**src/rtl/anita_multi_buffer_manager.sv**
```systemverilog
// Trigger-to-buffer manager: round-robin analog buffer allocation, HOLD control,
// digitize command generation, programmable holdoff and lost-trigger counting.
module anita_multi_buffer_manager #(
  parameter int NUM_BUFFERS    = 4,
  parameter int NUM_TRIG       = 4,
  parameter int HOLDOFF_CYCLES = 16,
  parameter int BUF_W          = $clog2(NUM_BUFFERS)
) (
  input  logic                   clk250_i,
  input  logic                   rst_i,
  input  logic [NUM_TRIG-1:0]    trig_i,
  input  logic [NUM_TRIG-1:0]    trig_mask_i,
  input  logic                   clear_i,
  input  logic [BUF_W-1:0]       clear_buffer_i,
  output logic                   digitize_o,
  output logic [BUF_W-1:0]       digitize_buffer_o,
  output logic [NUM_TRIG-1:0]    digitize_source_o,
  output logic [NUM_BUFFERS-1:0] buffer_status_o,
  output logic [NUM_BUFFERS-1:0] HOLD_o,
  output logic                   dead_o,
  output logic [15:0]            lost_count_o,
  output logic                   state_dbg_o
);

  localparam int CNT_W = (HOLDOFF_CYCLES > 1) ? $clog2(HOLDOFF_CYCLES) : 1;
  localparam logic [CNT_W-1:0] CNT_LOAD = CNT_W'(HOLDOFF_CYCLES - 1);
  localparam logic [BUF_W-1:0] LAST_BUF = BUF_W'(NUM_BUFFERS - 1);

  typedef enum logic {S_IDLE, S_HOLDOFF} state_t;

  state_t                 r_state;
  logic [BUF_W-1:0]       r_wr_ptr;
  logic [NUM_BUFFERS-1:0] r_status;
  logic [CNT_W-1:0]       r_cnt;
  logic                   r_digitize;
  logic [BUF_W-1:0]       r_dig_buf;
  logic [NUM_TRIG-1:0]    r_dig_src;
  logic [15:0]            r_lost;

  logic [NUM_TRIG-1:0]    w_src;
  logic                   w_req;
  logic                   w_accept;
  logic [NUM_BUFFERS-1:0] w_clear_mask;
  logic [NUM_BUFFERS-1:0] w_set_mask;

  assign w_src = trig_i & ~trig_mask_i;
  assign w_req = |w_src;
  // Acceptance looks at the registered status, so a same-cycle clear of the
  // next buffer cannot rescue the trigger.
  assign w_accept = (r_state == S_IDLE) && w_req && !r_status[r_wr_ptr];

  // Out-of-range clear indices match no bit and are therefore ignored.
  always_comb begin
    w_clear_mask = '0;
    w_set_mask   = '0;
    for (int i = 0; i < NUM_BUFFERS; i++) begin
      w_clear_mask[i] = clear_i && (clear_buffer_i == BUF_W'(i));
      w_set_mask[i]   = w_accept && (r_wr_ptr == BUF_W'(i));
    end
  end

  always_ff @(posedge clk250_i or posedge rst_i) begin
    if (rst_i) begin
      r_state    <= S_IDLE;
      r_wr_ptr   <= '0;
      r_status   <= '0;
      r_cnt      <= '0;
      r_digitize <= 1'b0;
      r_dig_buf  <= '0;
      r_dig_src  <= '0;
      r_lost     <= '0;
    end else begin
      r_digitize <= w_accept;
      r_status   <= (r_status & ~w_clear_mask) | w_set_mask;
      if (w_accept) begin
        r_dig_buf <= r_wr_ptr;
        r_dig_src <= w_src;
      end
      if (w_req && !w_accept && (r_lost != 16'hFFFF)) begin
        r_lost <= r_lost + 16'd1;
      end
      case (r_state)
        S_IDLE: begin
          if (w_accept) begin
            r_cnt   <= CNT_LOAD;
            r_state <= S_HOLDOFF;
          end
        end
        S_HOLDOFF: begin
          if (r_cnt == '0) begin
            r_state  <= S_IDLE;
            r_wr_ptr <= (r_wr_ptr == LAST_BUF) ? '0 : r_wr_ptr + 1'b1;
          end else begin
            r_cnt <= r_cnt - 1'b1;
          end
        end
      endcase
    end
  end

  assign digitize_o        = r_digitize;
  assign digitize_buffer_o = r_dig_buf;
  assign digitize_source_o = r_dig_src;
  assign buffer_status_o   = r_status;
  assign HOLD_o            = r_status;
  assign dead_o            = (r_state == S_HOLDOFF) | r_status[r_wr_ptr];
  assign lost_count_o      = r_lost;
  assign state_dbg_o       = r_state;

endmodule
```
**config.mk**
```make
export PLATFORM = sky130hd
export DESIGN_NAME = anita_multi_buffer_manager
export DESIGN_NICKNAME = d
export VERILOG_FILES = /design/src/rtl/anita_multi_buffer_manager.sv
export SDC_FILE = /design/constraint.sdc
export NUM_CORES = 1
export LEC_CHECK = 0
export CAP_MARGIN = 20
export CORE_UTILIZATION = 48
export CTS_CLUSTER_DIAMETER = 80
export DETAILED_ROUTE_END_ITERATION = 7
export PLACE_DENSITY_LB_ADDON = 0.3
export RECOVER_POWER = 100
export SYNTH_ARGS = -nofsm -noshare
export SYNTH_HDL_FRONTEND = slang
export SYNTH_SLANG_ARGS = --single-unit
```
**constraint.sdc**
```tcl
create_clock -name clk250_i -period 2 [get_ports clk250_i]
set_clock_uncertainty 0.1 [all_clocks]
set_input_delay 0.4 -clock clk250_i [delete_from_list [all_inputs] [get_ports clk250_i]]
set_output_delay 0.4 -clock clk250_i [all_outputs]
set_load 0.05 [all_outputs]
```
Word-level counts from Yosys, hierarchy flattened:

Cells that the tools add are included.

* register bits: 34
* input port bits: 13

* add/sub/neg operators: 3
* reductions and logical operators: 20
* mux-type cells: 9
* $lt $le $gt $ge: 1
* bitwise logic cells: 7
* equal/unequal tests: 9

Operator list (count)
* adder 16 x 1 -> 16 bit (second input constant): 1
* != test 16 bit (second input constant): 1
* logical AND 1 bit: 12
* bitwise AND 4 bit: 2
* == test 2 bit (second input constant): 4
* 2-to-1 mux 4 bit: 2
* inverter 4 bit: 2
* one-hot mux 4 bit (2 select lines): 1
* == test 2 x 1 -> 1 bit (second input constant): 2
* zero test 2 bit: 2
* zero test 4 bit: 1
* != test 2 bit (second input constant): 2
* bitwise OR 4 bit: 1
* AND reduction 2 bit: 2
* OR reduction 4 bit: 1
* subtractor 4 x 1 -> 4 bit (second input constant): 1
* less-than comparator 2 x 3 -> 1 bit (second input constant): 1
* 2-to-1 mux 1 bit: 3
* adder 2 x 1 -> 2 bit (second input constant): 1
* binary-select mux 1 bit (select 2 bit): 1
* zero test 1 bit: 2
* 2-to-1 mux 2 bit: 1
* one-hot mux 1 bit (2 select lines): 1
* inverter 1 bit: 1
* bitwise OR 1 bit: 1

Longest topological paths before layout:

Gate-level depths: netlist of the first run.

* depth after elaboration: 8
* mapped depth: 8
* depth with buffers taken out: 6

Worst setup path after synthesis of the first run:

OpenSTA, ideal clock, no wires.

* path type: register to register
* start point: register r_status[3], in the netlist HOLD_o[3]
* end point: register r_lost[12], in the netlist lost_count_o[12]
* setup slack: -0.327 ns
* arrival: 2.102 ns
* setup time: 0.125 ns
* cell stages (with the launch flop): 7
* path buffers: 0
* data required time: 1.775 ns
* cell sequence: dfrtp_1 mux2i_1 a22o_1 inv_1 and3b_2 nand3_2 mux2_4

* longest elaborated chain between the ends: 7

Ends and longest elaborated chain
* from (decl): RTL line 33 `logic [NUM_BUFFERS-1:0] r_status;`
* from (signal assigned): RTL line 74 `r_status <= (r_status & ~w_clear_mask) | w_set_mask;`
* binary-select mux 1 bit (select 2 bit): RTL line 50 `assign w_accept = (r_state == S_IDLE) && w_req && !r_status[r_wr_ptr];`
* 2-to-1 mux 1 bit (not written as such): RTL line 50
* zero test 1 bit: RTL line 50
* logical AND 1 bit: RTL line 50
* zero test 1 bit: RTL line 79 `if (w_req && !w_accept && (r_lost != 16'hFFFF)) begin`
* logical AND 1 bit (2 in series): RTL line 79
* to (signal assigned): RTL line 80 `r_lost <= r_lost + 16'd1;`
* to (decl): RTL line 38 `logic [15:0] r_lost;`

No other way between the ends. The select of a mux whose other input is x is not followed.
A chain may end at the register's enable or synchronous reset.

Final worst setup path of the first run:

* start point: register r_wr_ptr[0]
* end point: output port dead_o

* longest elaborated chain between the ends: 3

Ends and longest elaborated chain
* from (decl): RTL line 32 `logic [BUF_W-1:0] r_wr_ptr;`
* from (signal assigned): RTL line 92 `r_wr_ptr <= (r_wr_ptr == LAST_BUF) ? '0 : r_wr_ptr + 1'b1;`
* binary-select mux 1 bit (select 2 bit): RTL line 106 `assign dead_o = (r_state == S_HOLDOFF) | r_status[r_wr_ptr];`
* 2-to-1 mux 1 bit (not written as such): RTL line 106
* bitwise OR 1 bit: RTL line 106
* to (decl): RTL line 20 `output logic dead_o,`

No other way between the ends. The select of a mux whose other input is x is not followed.

==> results of run 1 <==
==> layer usage <==
| metal | track usage | vias up |
|---|---|---|
| met3 | 0.06832 | 4 |
| met4 | 0.09524 | 0 |
| li1 | - | 648 |
| met5 | 0 | - |
| met1 | 0.2676 | 613 |
| met2 | 0.2796 | 33 |
==> stage by stage <==
stage	TNS, ns	util
5_1_grt	-1.050	0.6570
3_3_place_gp	-4.430	0.6574
6_report	-0.07585	0.6570
2_1_floorplan	-0.3968	-
3_5_place_dp	-6.061	0.6574
4_1_cts	-0.09417	0.6864
==> final cells by class <==
cell class                 instances  area [um^2]  area share
clock buffer                       8        78.83     0.03567
inverter                           8        33.78     0.01529
multi-input combinational        106        792.0      0.3584
sequential                        34        858.3      0.3884
tap                               46        57.56     0.02605
timing repair buffer              59        389.1      0.1761
==> state kept, by name (all words and copies together), names as in the netlist <==
register / cells
lost_count_o: 16
HOLD_o: 4
digitize_source_o: 4
r_cnt: 4
digitize_buffer_o: 2
r_wr_ptr: 2
digitize_o: 1
state_dbg_o: 1
==> cell usage in the layout (no fill, tap or decap), types with 2 or more instances in the layout <==
master,netlist,final
inv_1,8,7
nor2b_1,6,6
dfrtp_1,34,28
a22o_1,3,3
buf_4,5,9
dlygate4sd2_1,0,4
clkdlybuf4s50_1,0,11
o21ai_0,3,3
clkbuf_1,0,25
mux2_2,8,8
nor3_2,2,2
dfrtp_2,0,6
nor4_2,1,2
clkbuf_2,0,6
xor2_1,8,8
and3_1,2,2
ha_1,7,7
xnor2_1,6,6
nand4_1,5,5
mux2i_1,2,2
nor2_1,8,8
buf_6,2,2
a211o_1,3,3
nand2_1,14,14
clkbuf_8,0,3
clkbuf_4,0,5
nor3_1,6,6
nand3_1,7,7
==> worst max-delay path, cell delays in order, from the launching register on <==
cell and delay (ns):
dfrtp_1 0.41, mux2i_1 0.19, a22o_1 0.24, clkinvlp_4 0.12, buf_6 0.13, buf_12 0.14
==> repair_timing <==
item / 4_1_cts / 5_1_grt
pin swaps: 1 / 4
endpoints found under the setup margin: 5 / 15
gates resized for setup: 6 / 4
gates cloned: 0 / 1
setup buffers: 2 / 0
==> cell families (layout without fill, tap and decap cells) <==
family | after synthesis | after routing | share of synthesized area
adder cells (fa/ha/maj) | 7 | 7 | 0.05120
XOR/XNOR | 14 | 14 | 0.07169
AND/OR/NAND/NOR | 61 | 62 | 0.2034
AO/OA/AOI/OAI | 12 | 12 | 0.05048
flip-flops | 34 | 34 | 0.4974
multiplexers | 11 | 11 | 0.07315
buffers and inverters | 15 | 75 | 0.05267
==> how the worst min path moves through the flow <==
stage / cells past startpoint / end / slack [ns]
after floorplan: 1 / r_cnt[0]$_DFFE_PP0P_ / 0.34
after global placement: 1 / r_cnt[0]$_DFFE_PP0P_ / 0.36
after detailed placement: 1 / r_cnt[0]$_DFFE_PP0P_ / 0.38
after CTS: 3 / lost_count_o[12]$_DFFE_PP0P_ / 0.35
after global routing: 1 / lost_count_o[8]$_DFFE_PP0P_ / 0.43
final: 1 / r_cnt[0]$_DFFE_PP0P_ / 0.39
==> flow_summary.json, run 1 <==
{
  "status": "finished with violations",
  "violations": "negative setup slack",
  "routed_wirelength_um": 3363,
  "drive_above_1_share": 0.2512,
  "top_layer_used": "met4",
  "final.setup.worst_slack_ns": -0.06835,
  "final_area_um2": 2210,
  "place_congestion": 0.7676,
  "grt_first_pass_wirelength_um": 5264,
  "wl_met1_um": 1625,
  "routedWlPerCell_um": 12.89,
  "min_path_type": "register to register",
  "portBuffers": 45,
  "cp-end-kind": "output pin",
  "grt_pass1_vias": 1174,
  "worstPathArrival_ns": 1.57,
  "r2r.worst_path.cells": 8,
  "dr.pass1.iters": 4,
  "grtUsageTotal": 0.1965,
  "avgSynthCellArea_um2": 11.11,
  "clk_pin_slew_ns": 0.11,
  "synth-edff-count": 0,
  "r2r_start": "r_wr_ptr[0]$_DFFE_PP0P_",
  "syn_inst": 154,
  "die_h_um": 61.70,
  "crit_path_start": "r_wr_ptr[0]$_DFFE_PP0P_",
  "htree_levels": 2,
  "tightest_slew_ns": 0.8168,
  "fillCellCount": 316,
  "initial_core_util": 0.5086,
  "core_region_area_um2": 3363,
  "hpwl_um": 2434,
  "finalSetupViolations": 2,
  "grt_overflow_total": 0,
  "stdcell_count": 261,
  "dieArea_um2": 3806,
  "cts_buffer_depth": 2,
  "vias": 1298,
  "drtIter0Drc": 45,
  "die_w_um": 61.70,
  "cts_hold_buf": 0,
  "clk_latency_ns": 0.34,
  "dp.cells": 250,
  "min_period_over_period": 1.034,
  "async_flop_share": 1.000,
  "cts_buffers": 5,
  "hold_viol": 0,
  "yosysMostFrequentCell": "dfrtp_1",
  "synthTopCellsByCount": "dfrtp_1 (34), nand2_1 (14)",
  "fmax_ghz": 0.4835,
  "critPathMaxFanout": 3,
  "post-place-ws_ns": -0.3529,
  "cp.required_ns": 1.50,
  "rows": 21,
  "reg2reg_slack_ns": -0.01,
  "ant_nets": 0,
  "synth.yosys.seq_area_share": 0.4974,
  "dpl_cell_area_um2": 2211,
  "clock_sinks": 34,
  "path_class": "register to output pin",
  "diodes": 0,
  "slew_viol_final": 0,
  "max-cap-violations": 0,
  "rsz0062_at_grt": "yes",
  "wl_met3_um": 140,
  "synth_top_area_cell": "dfrtp_1",
  "drc_errors": 0,
  "synth_ff_type": "dfrtp_1",
  "worstReg2RegEnd": "lost_count_o[12]$_DFFE_PP0P_",
  "yosysTopAreaCellShare": 0.4974,
  "endpoint": "dead_o",
  "yosysWarningCount": 0,
  "antenna_found_initial": 0,
  "cts-root-buf": "clkbuf_4",
  "grt_max_degree": 35,
  "synthesis.area_um2": 1710,
  "hold_slack_ns": 0.3879,
  "min_from": "r_cnt[0]$_DFFE_PP0P_",
  "yosys.cell_types.count": 35,
  "area_growth_pct": 29.19,
  "period_minus_slack_ns": 2.068,
  "viasPerCell": 4.973,
  "slew_headroom": 0.4555,
  "synth_fp_nets": 174,
  "crit_path_start_kind": "register",
  "layout.nets": 234,
  "yosys-top-cells-area": "dfrtp_1 (50%), mux2_2 (5.3%), ha_1 (5.1%)",
  "wl_met2_um": 1537,
  "cts_tree": "yes",
  "ys_seq_elements": 34,
  "io_pins": 46
}
Power of run 1 is not shown: default switching activity piles up to over one toggle a cycle in this logic, so the estimate is an artifact.
==> run 2: changes to the inputs <==
--- a/config.mk
+++ b/config.mk
@@ -7,7 +7,7 @@
 export LEC_CHECK = 0
 export CAP_MARGIN = 20
 export CORE_UTILIZATION = 48
-export CTS_CLUSTER_DIAMETER = 80
+export CTS_CLUSTER_DIAMETER = 50
 export DETAILED_ROUTE_END_ITERATION = 7
 export PLACE_DENSITY_LB_ADDON = 0.3
 export RECOVER_POWER = 100
==> results of run 2 <==
The final DEF is identical to that of run 1; final timing and power are the same.
Power of run 2 is left out for the same reason.
